## config.mk

```make
export PLATFORM = sky130hd
export DESIGN_NAME = mul_arbiter
export DESIGN_NICKNAME = d
export VERILOG_FILES = /design/src/rtl/mul_arbiter.sv
export SDC_FILE = /design/constraint.sdc
export NUM_CORES = 1
export LEC_CHECK = 0
export ABC_AREA = 1
export ABC_CLOCK_PERIOD_IN_PS = 6300
export BUFFER_PORTS_ARGS = -buffer_cell sky130_fd_sc_hd__clkbuf_2
export CAP_MARGIN = 20
export CORE_AREA = 2 2 162 164
export DETAILED_ROUTE_END_ITERATION = 12
export DIE_AREA = 0 0 164 166
export MAX_ROUTING_LAYER = met4
export REMOVE_ABC_BUFFERS = 1
export SLEW_MARGIN = 25
export SYNTH_ARGS = -nofsm -noshare
export SYNTH_HDL_FRONTEND = slang
export SYNTH_SLANG_ARGS = --single-unit
```

## constraint.sdc

```tcl
create_clock -name clk -period 6.3 [get_ports clk]
set_input_delay 0.63 -clock clk [delete_from_list [all_inputs] [get_ports clk]]
set_output_delay 0.63 -clock clk [all_outputs]
set_load 0.02 [all_outputs]
```

## src/rtl/mul_arbiter.sv

```systemverilog
`default_nettype none
// ============================================================================
// Module   : mul_arbiter
// Purpose  : Round-robin arbiter sharing one registered multiplier among
//            NUM_REQ requesters, with a backpressured response channel.
// Revision : 1.0 - initial release
// ============================================================================
module mul_arbiter #(
    parameter int IS_DOUBLE   = 0,
    parameter int TOTAL_WIDTH = (IS_DOUBLE != 0) ? 64 : 32,
    parameter int NUM_REQ     = 4
) (
    input  logic                           clk,
    input  logic                           rst,
    input  logic [NUM_REQ-1:0]             req_valid,
    input  logic [NUM_REQ*TOTAL_WIDTH-1:0] req_op1,
    input  logic [NUM_REQ*TOTAL_WIDTH-1:0] req_op2,
    output logic [NUM_REQ-1:0]             req_ready,
    output logic [TOTAL_WIDTH-1:0]         mul_op1,
    output logic [TOTAL_WIDTH-1:0]         mul_op2,
    input  logic [TOTAL_WIDTH-1:0]         mul_result,
    output logic                           resp_valid,
    output logic [2:0]                     resp_id,
    output logic [TOTAL_WIDTH-1:0]         resp_result,
    input  logic                           resp_ready,
    output logic                           busy,
    output logic [15:0]                    op_count
);

    typedef enum logic [1:0] {
        S_IDLE  = 2'd0,
        S_ISSUE = 2'd1,
        S_WAIT  = 2'd2,
        S_RESP  = 2'd3
    } state_t;

    localparam logic [2:0] LAST_RST = 3'(NUM_REQ - 1);

    state_t                   state_q, state_d;
    logic [2:0]               last_grant_q, last_grant_d;
    logic [2:0]               id_q, id_d;
    logic [2:0]               resp_id_q, resp_id_d;
    logic [TOTAL_WIDTH-1:0]   op1_q, op1_d, op2_q, op2_d;
    logic [TOTAL_WIDTH-1:0]   result_q, result_d;
    logic [15:0]              op_count_q, op_count_d;

    logic [7:0]               valid_ext;
    logic [7:0]               grant_ext;
    logic [2:0]               winner;
    logic                     found;
    logic [3:0]               cand;
    logic                     handshake;
    logic [TOTAL_WIDTH-1:0]   op1_arr [8];
    logic [TOTAL_WIDTH-1:0]   op2_arr [8];

    // Pad the requester set to 8 so every 3-bit index is in range.
    assign valid_ext = 8'(req_valid);

    for (genvar i = 0; i < 8; i++) begin : g_slice
        if (i < NUM_REQ) begin : g_used
            assign op1_arr[i] = req_op1[i*TOTAL_WIDTH +: TOTAL_WIDTH];
            assign op2_arr[i] = req_op2[i*TOTAL_WIDTH +: TOTAL_WIDTH];
        end else begin : g_pad
            assign op1_arr[i] = '0;
            assign op2_arr[i] = '0;
        end
    end

    // Search starts just after the last granted requester and wraps.
    always_comb begin
        winner = '0;
        found  = 1'b0;
        cand   = '0;
        for (int k = 1; k <= NUM_REQ; k++) begin
            cand = {1'b0, last_grant_q} + 4'(k);
            if (cand >= 4'(NUM_REQ)) begin
                cand = cand - 4'(NUM_REQ);
            end
            if (!found && valid_ext[cand[2:0]]) begin
                found  = 1'b1;
                winner = cand[2:0];
            end
        end
    end

    always_comb begin
        grant_ext = 8'd1 << winner;
        req_ready = '0;
        if (!rst && state_q == S_IDLE && found) begin
            req_ready = grant_ext[NUM_REQ-1:0];
        end
    end

    assign handshake = |(req_valid & req_ready);

    always_comb begin
        state_d      = state_q;
        last_grant_d = last_grant_q;
        id_d         = id_q;
        resp_id_d    = resp_id_q;
        op1_d        = op1_q;
        op2_d        = op2_q;
        result_d     = result_q;
        op_count_d   = op_count_q;
        case (state_q)
            S_IDLE: begin
                if (handshake) begin
                    state_d      = S_ISSUE;
                    last_grant_d = winner;
                    id_d         = winner;
                    op1_d        = op1_arr[winner];
                    op2_d        = op2_arr[winner];
                end
            end
            S_ISSUE: state_d = S_WAIT;
            S_WAIT: begin
                state_d   = S_RESP;
                result_d  = mul_result;
                resp_id_d = id_q;
            end
            S_RESP: begin
                if (resp_ready) begin
                    state_d    = S_IDLE;
                    op_count_d = op_count_q + 16'd1;
                end
            end
            default: state_d = S_IDLE;
        endcase
    end

    always_ff @(posedge clk or posedge rst) begin
        if (rst) begin
            state_q      <= S_IDLE;
            last_grant_q <= LAST_RST;
            id_q         <= '0;
            resp_id_q    <= '0;
            op1_q        <= '0;
            op2_q        <= '0;
            result_q     <= '0;
            op_count_q   <= '0;
        end else begin
            state_q      <= state_d;
            last_grant_q <= last_grant_d;
            id_q         <= id_d;
            resp_id_q    <= resp_id_d;
            op1_q        <= op1_d;
            op2_q        <= op2_d;
            result_q     <= result_d;
            op_count_q   <= op_count_d;
        end
    end

    assign mul_op1     = op1_q;
    assign mul_op2     = op2_q;
    assign resp_valid  = (state_q == S_RESP);
    assign resp_id     = resp_id_q;
    assign resp_result = result_q;
    assign busy        = (state_q != S_IDLE);
    assign op_count    = op_count_q;

endmodule
`default_nettype wire

```

==> results by group <==
Status
  • Outcome: complete, no violations

Critical path
  • Kind of cell adding the most delay to the critical path: simple AND/OR/NAND/NOR gates
  • Slowest stage delay, CP: between 0.6 and 0.7 ns
  • CP arrival: 3.71 ns
  • CP Buf/Inv Count: 3
  • Worst r2r src: last_grant_q[0]$_DFFE_PP1P_
  • Req. time, crit path: around 5.7 ns
  • Setup crit end kind: output pin
  • Worst path slowest cell: o211ai_4
  • Worst reg2reg setup slack: about 2.5 ns
  • CP Max Fanout: a little under 80
  • R2r worst-path depth: 14
  • Startpoint Class: register
  • FF-to-FF End: mul_op1[27]$_DFFE_PP0P_
  • Worst path cell trace: inv_2, ha_1, inv_1, nand3_1, nand3_2, o211ai_4, nand2_4, nor3_1, clkbuf_2
  • Critical path class: reg -> out

Pwr
  • Clk pwr share: a little over a third
  • Peak supply drop: about 0.15 mV
  • PwrDens: 257 nW/um2
  • Seq pwr share: 37.0%
  • Psw: 0.000876 W
  • Gate power share: 28.1%
  • Leak: roughly 6.4 nW
  • Internal: ~0.0018 W
  • Sw Ratio: between 30 and 40%

Timing
  • WHS: approximately 0.27 ns
  • Max Freq: between 0.2 and 0.25 GHz
  • # setup viols final: 0
  • Setup TNS Final: 0 ns
  • Skew final: roughly 0.011 ns
  • Max Slew Vio Count: 0
  • Unrepaired setup endpoints after global routing: no
  • Hold Violations, Final: 0
  • Slew @ Worst Pin: 0.934 ns
  • Min cycle time layout: between 4 and 5 ns
  • Max-slew headroom: approximately 38%
  • Final period utilization: between 60% and 70%

Place
  • Gpl congestion: ~0.84
  • Cell Area, Placed: between 9000 and 10000 um2
  • IO Port Bufs: between 400 and 500
  • Hpwl dp: around 19000 um

Logic synthesis
  • Synth warn: 0
  • Main combinational cell family by area after synthesis: simple AND/OR/NAND/NOR gates
  • Simple logic cell fraction of the synthesized area: approximately 45%
  • Compound-Gate Fraction of Synth Area: 0.964%
  • Seq/Total Area, Yosys: between 30% and 40%
  • Adder-cell area share of the yosys netlist: under 10%
  • Synth Area in XOR/XNOR: 1.60%
  • Syn Std Cell Area: ~7700 um2
  • Post-synthesis mux area share: between 4 and 5%
  • Seq cells post-synth: around 120
  • Post-Syn Instances: approximately 1100
  • Syn_area_per_cell: roughly 6.7 um2
  • Distinct cells, synth: 27

Floorplanning
  • Row count: 59
  • Starting Density: about 30%
  • Die width: 164 um
  • Top-Level Pins: 416
  • Core area: about 26000 um2
  • DIE AREA: roughly 27000 um2
  • Die Ht: ~170 um

GRT
  • Total Routing Usage GR: about a fifth
  • Largest net degree at the start of global routing: 104
  • Vias in the first global route: between 7000 and 8000
  • GRT overflow: 0
  • First-pass GRT wire length: about 42000 um
  • Initial antenna violation count: 0

CTS
  • CTS Sinks: 122
  • Root Driver: clkbuf_16
  • Clk Latency, worst-skew pair: 0.41 ns
  • Number of post-CTS setup repair buffers: 0
  • Num CTS Buffers: 17
  • Max Root-Sink Buffers: 2
  • CTS HTree Levels: 4
  • Clock transition at path regs: approximately 0.06 ns
  • CTS tree: done
  • Post-CTS Hold Buffers: 0
  • Post-cts resize count: 0

Detailed routing
  • DRC: 0
  • Via/cell ratio: approximately 4.6
  • Total Wirelength: ~26000 um
  • Vias: 8503
  • Pre-Repair DR Iteration Count: 5
  • Wire length per cell: about 14 um
  • Iteration-0 DRC Markers: between 400 and 500
  • Antenna Nets Post-Route: 0

Layout
  • Ant. Diodes: 0
  • Fillers: between 2000 and 3000
  • Utilization after layout: 40.7%
  • Area grow syn2layout: 36.0%
  • Post-route cell area: about 10000 um2
  • Fraction of layout cells with a size suffix above 1: between 30 and 40%
  • Final nets: between 1500 and 2000

Min path
  • Tightest Hold Check Type: in -> async

Job
  • Max-Cap Viols: 0
## cell type report
cell class                      count  area, um2  area share [%]
Clock buffer                       18        439            4.22
Clock inverter                     13        119            1.14
Inverter                           33        129            1.24
Multi-Input combinational cell    913       4100            39.3
Sequential cell                   122       3060            29.3
Tap cell                          335        419            4.02
Timing Repair Buffer              425       2160            20.7
## power by group through the flow
stage / registers, W / clock network (W) / logic, W
after floorplan: 0.00115 / 0 / 0.000309
after global placement: 0.000998 / 0 / 0.000748
after detailed placement: 0.00100 / 0 / 0.000759
after CTS: 0.000991 / 0.000968 / 0.000761
after global routing: 0.00101 / 0.00100 / 0.000816
final: 0.000990 / 0.000934 / 0.000751
## worst max path at each step
stage | start | endpoint | cells after the start
finish | last_grant_q[0]$_DFFE_PP1P_ | req_ready[1] | 9
global route | last_grant_q[0]$_DFFE_PP1P_ | req_ready[1] | 9
CTS | last_grant_q[0]$_DFFE_PP1P_ | req_ready[1] | 9
detailed placement | last_grant_q[0]$_DFFE_PP1P_ | req_ready[1] | 9
global placement | last_grant_q[0]$_DFFE_PP1P_ | req_ready[1] | 9
floorplan | last_grant_q[0]$_DFFE_PP1P_ | req_ready[1] | 8
## sequential cells by signal (all words and copies together) (netlist names)
signal        count
id_q              2
last_grant_q      3
mul_op1          32
mul_op2          32
op_count         16
resp_id           3
resp_result      32
state_q           2
## cell usage in the layout (no fill, tap or decap), drive strengths merged, types with 2 or more instances in the layout
cell type | Yosys | layout
a21oi | 3 | 3
o21ai | 8 | 8
xor2 | 13 | 13
nand3 | 140 | 140
nand4 | 6 | 6
clkbuf | 11 | 433
nor3 | 7 | 7
nor2 | 17 | 17
nand2 | 675 | 675
clkinv | 0 | 8
inv | 33 | 36
mux2 | 33 | 33
dfrtp | 120 | 120
ha | 7 | 7
dfstp | 2 | 2
buf | 63 | 10
## metrics by stage
stage / worst slack, ns / power (W) / cells
floorplan: -0.948 / 0.00146 / 1068
global placement: 2.39 / 0.00175 / 1828
detailed placement: 2.37 / 0.00176 / 1828
CTS: 1.92 / 0.00272 / 1859
global route: 1.67 / 0.00283 / 1859
finish: 1.96 / 0.00267 / 1859
## cells by family after synthesis
group	after synthesis
buffers and inverters	107
flip-flops	122
AO/OA/AOI/OAI	13
AND/OR/NAND/NOR	846
multiplexers	33
adder cells (fa/ha/maj)	7
XOR/XNOR	14
## synth_stat cells, drive strengths merged
cell type / n / area share [%]
a21oi: 3 / 0.20
a31oi: 1 / 0.082
buf: 63 / 4.9
clkbuf: 11 / 0.54
dfrtp: 120 / 39
dfstp: 2 / 0.69
ha: 7 / 1.1
inv: 33 / 1.6
mux2: 33 / 4.9
nand2: 675 / 33
nand3: 140 / 9.3
nand3b: 1 / 0.098
nand4: 6 / 0.49
nor2: 17 / 0.96
nor3: 7 / 0.46
o211ai: 1 / 0.16
o21ai: 8 / 0.52
xnor2: 1 / 0.11
xor2: 13 / 1.5
## layer usage
metal | share of wire, % | vias to the layer above | GRT usage, % | wire [um]
met5 | 0 | - | - | 0
met4 | 2.8 | 0 | 5.99 | 732
met2 | 49 | 286 | 33.3 | 13000
met1 | 43 | 3873 | 24.2 | 11300
li1 | - | 4307 | - | -
met3 | 5.4 | 37 | 3.32 | 1430
## worst reg2reg max path: stages (launching register included)
cell and delay, ns:
dfstp_2 0.60, inv_2 0.12, ha_1 0.35, inv_1 0.08, nand3_1 0.10, nand3_2 0.15, o211ai_4 0.67, nand2_4 0.66
buf_4 0.53, nand2_1 0.14, nand2_1 0.09, nand2_1 0.07, nand2_1 0.06, nand2_1 0.05, nand2_1 0.05
Note: power is estimated with default switching activity, not from simulation.
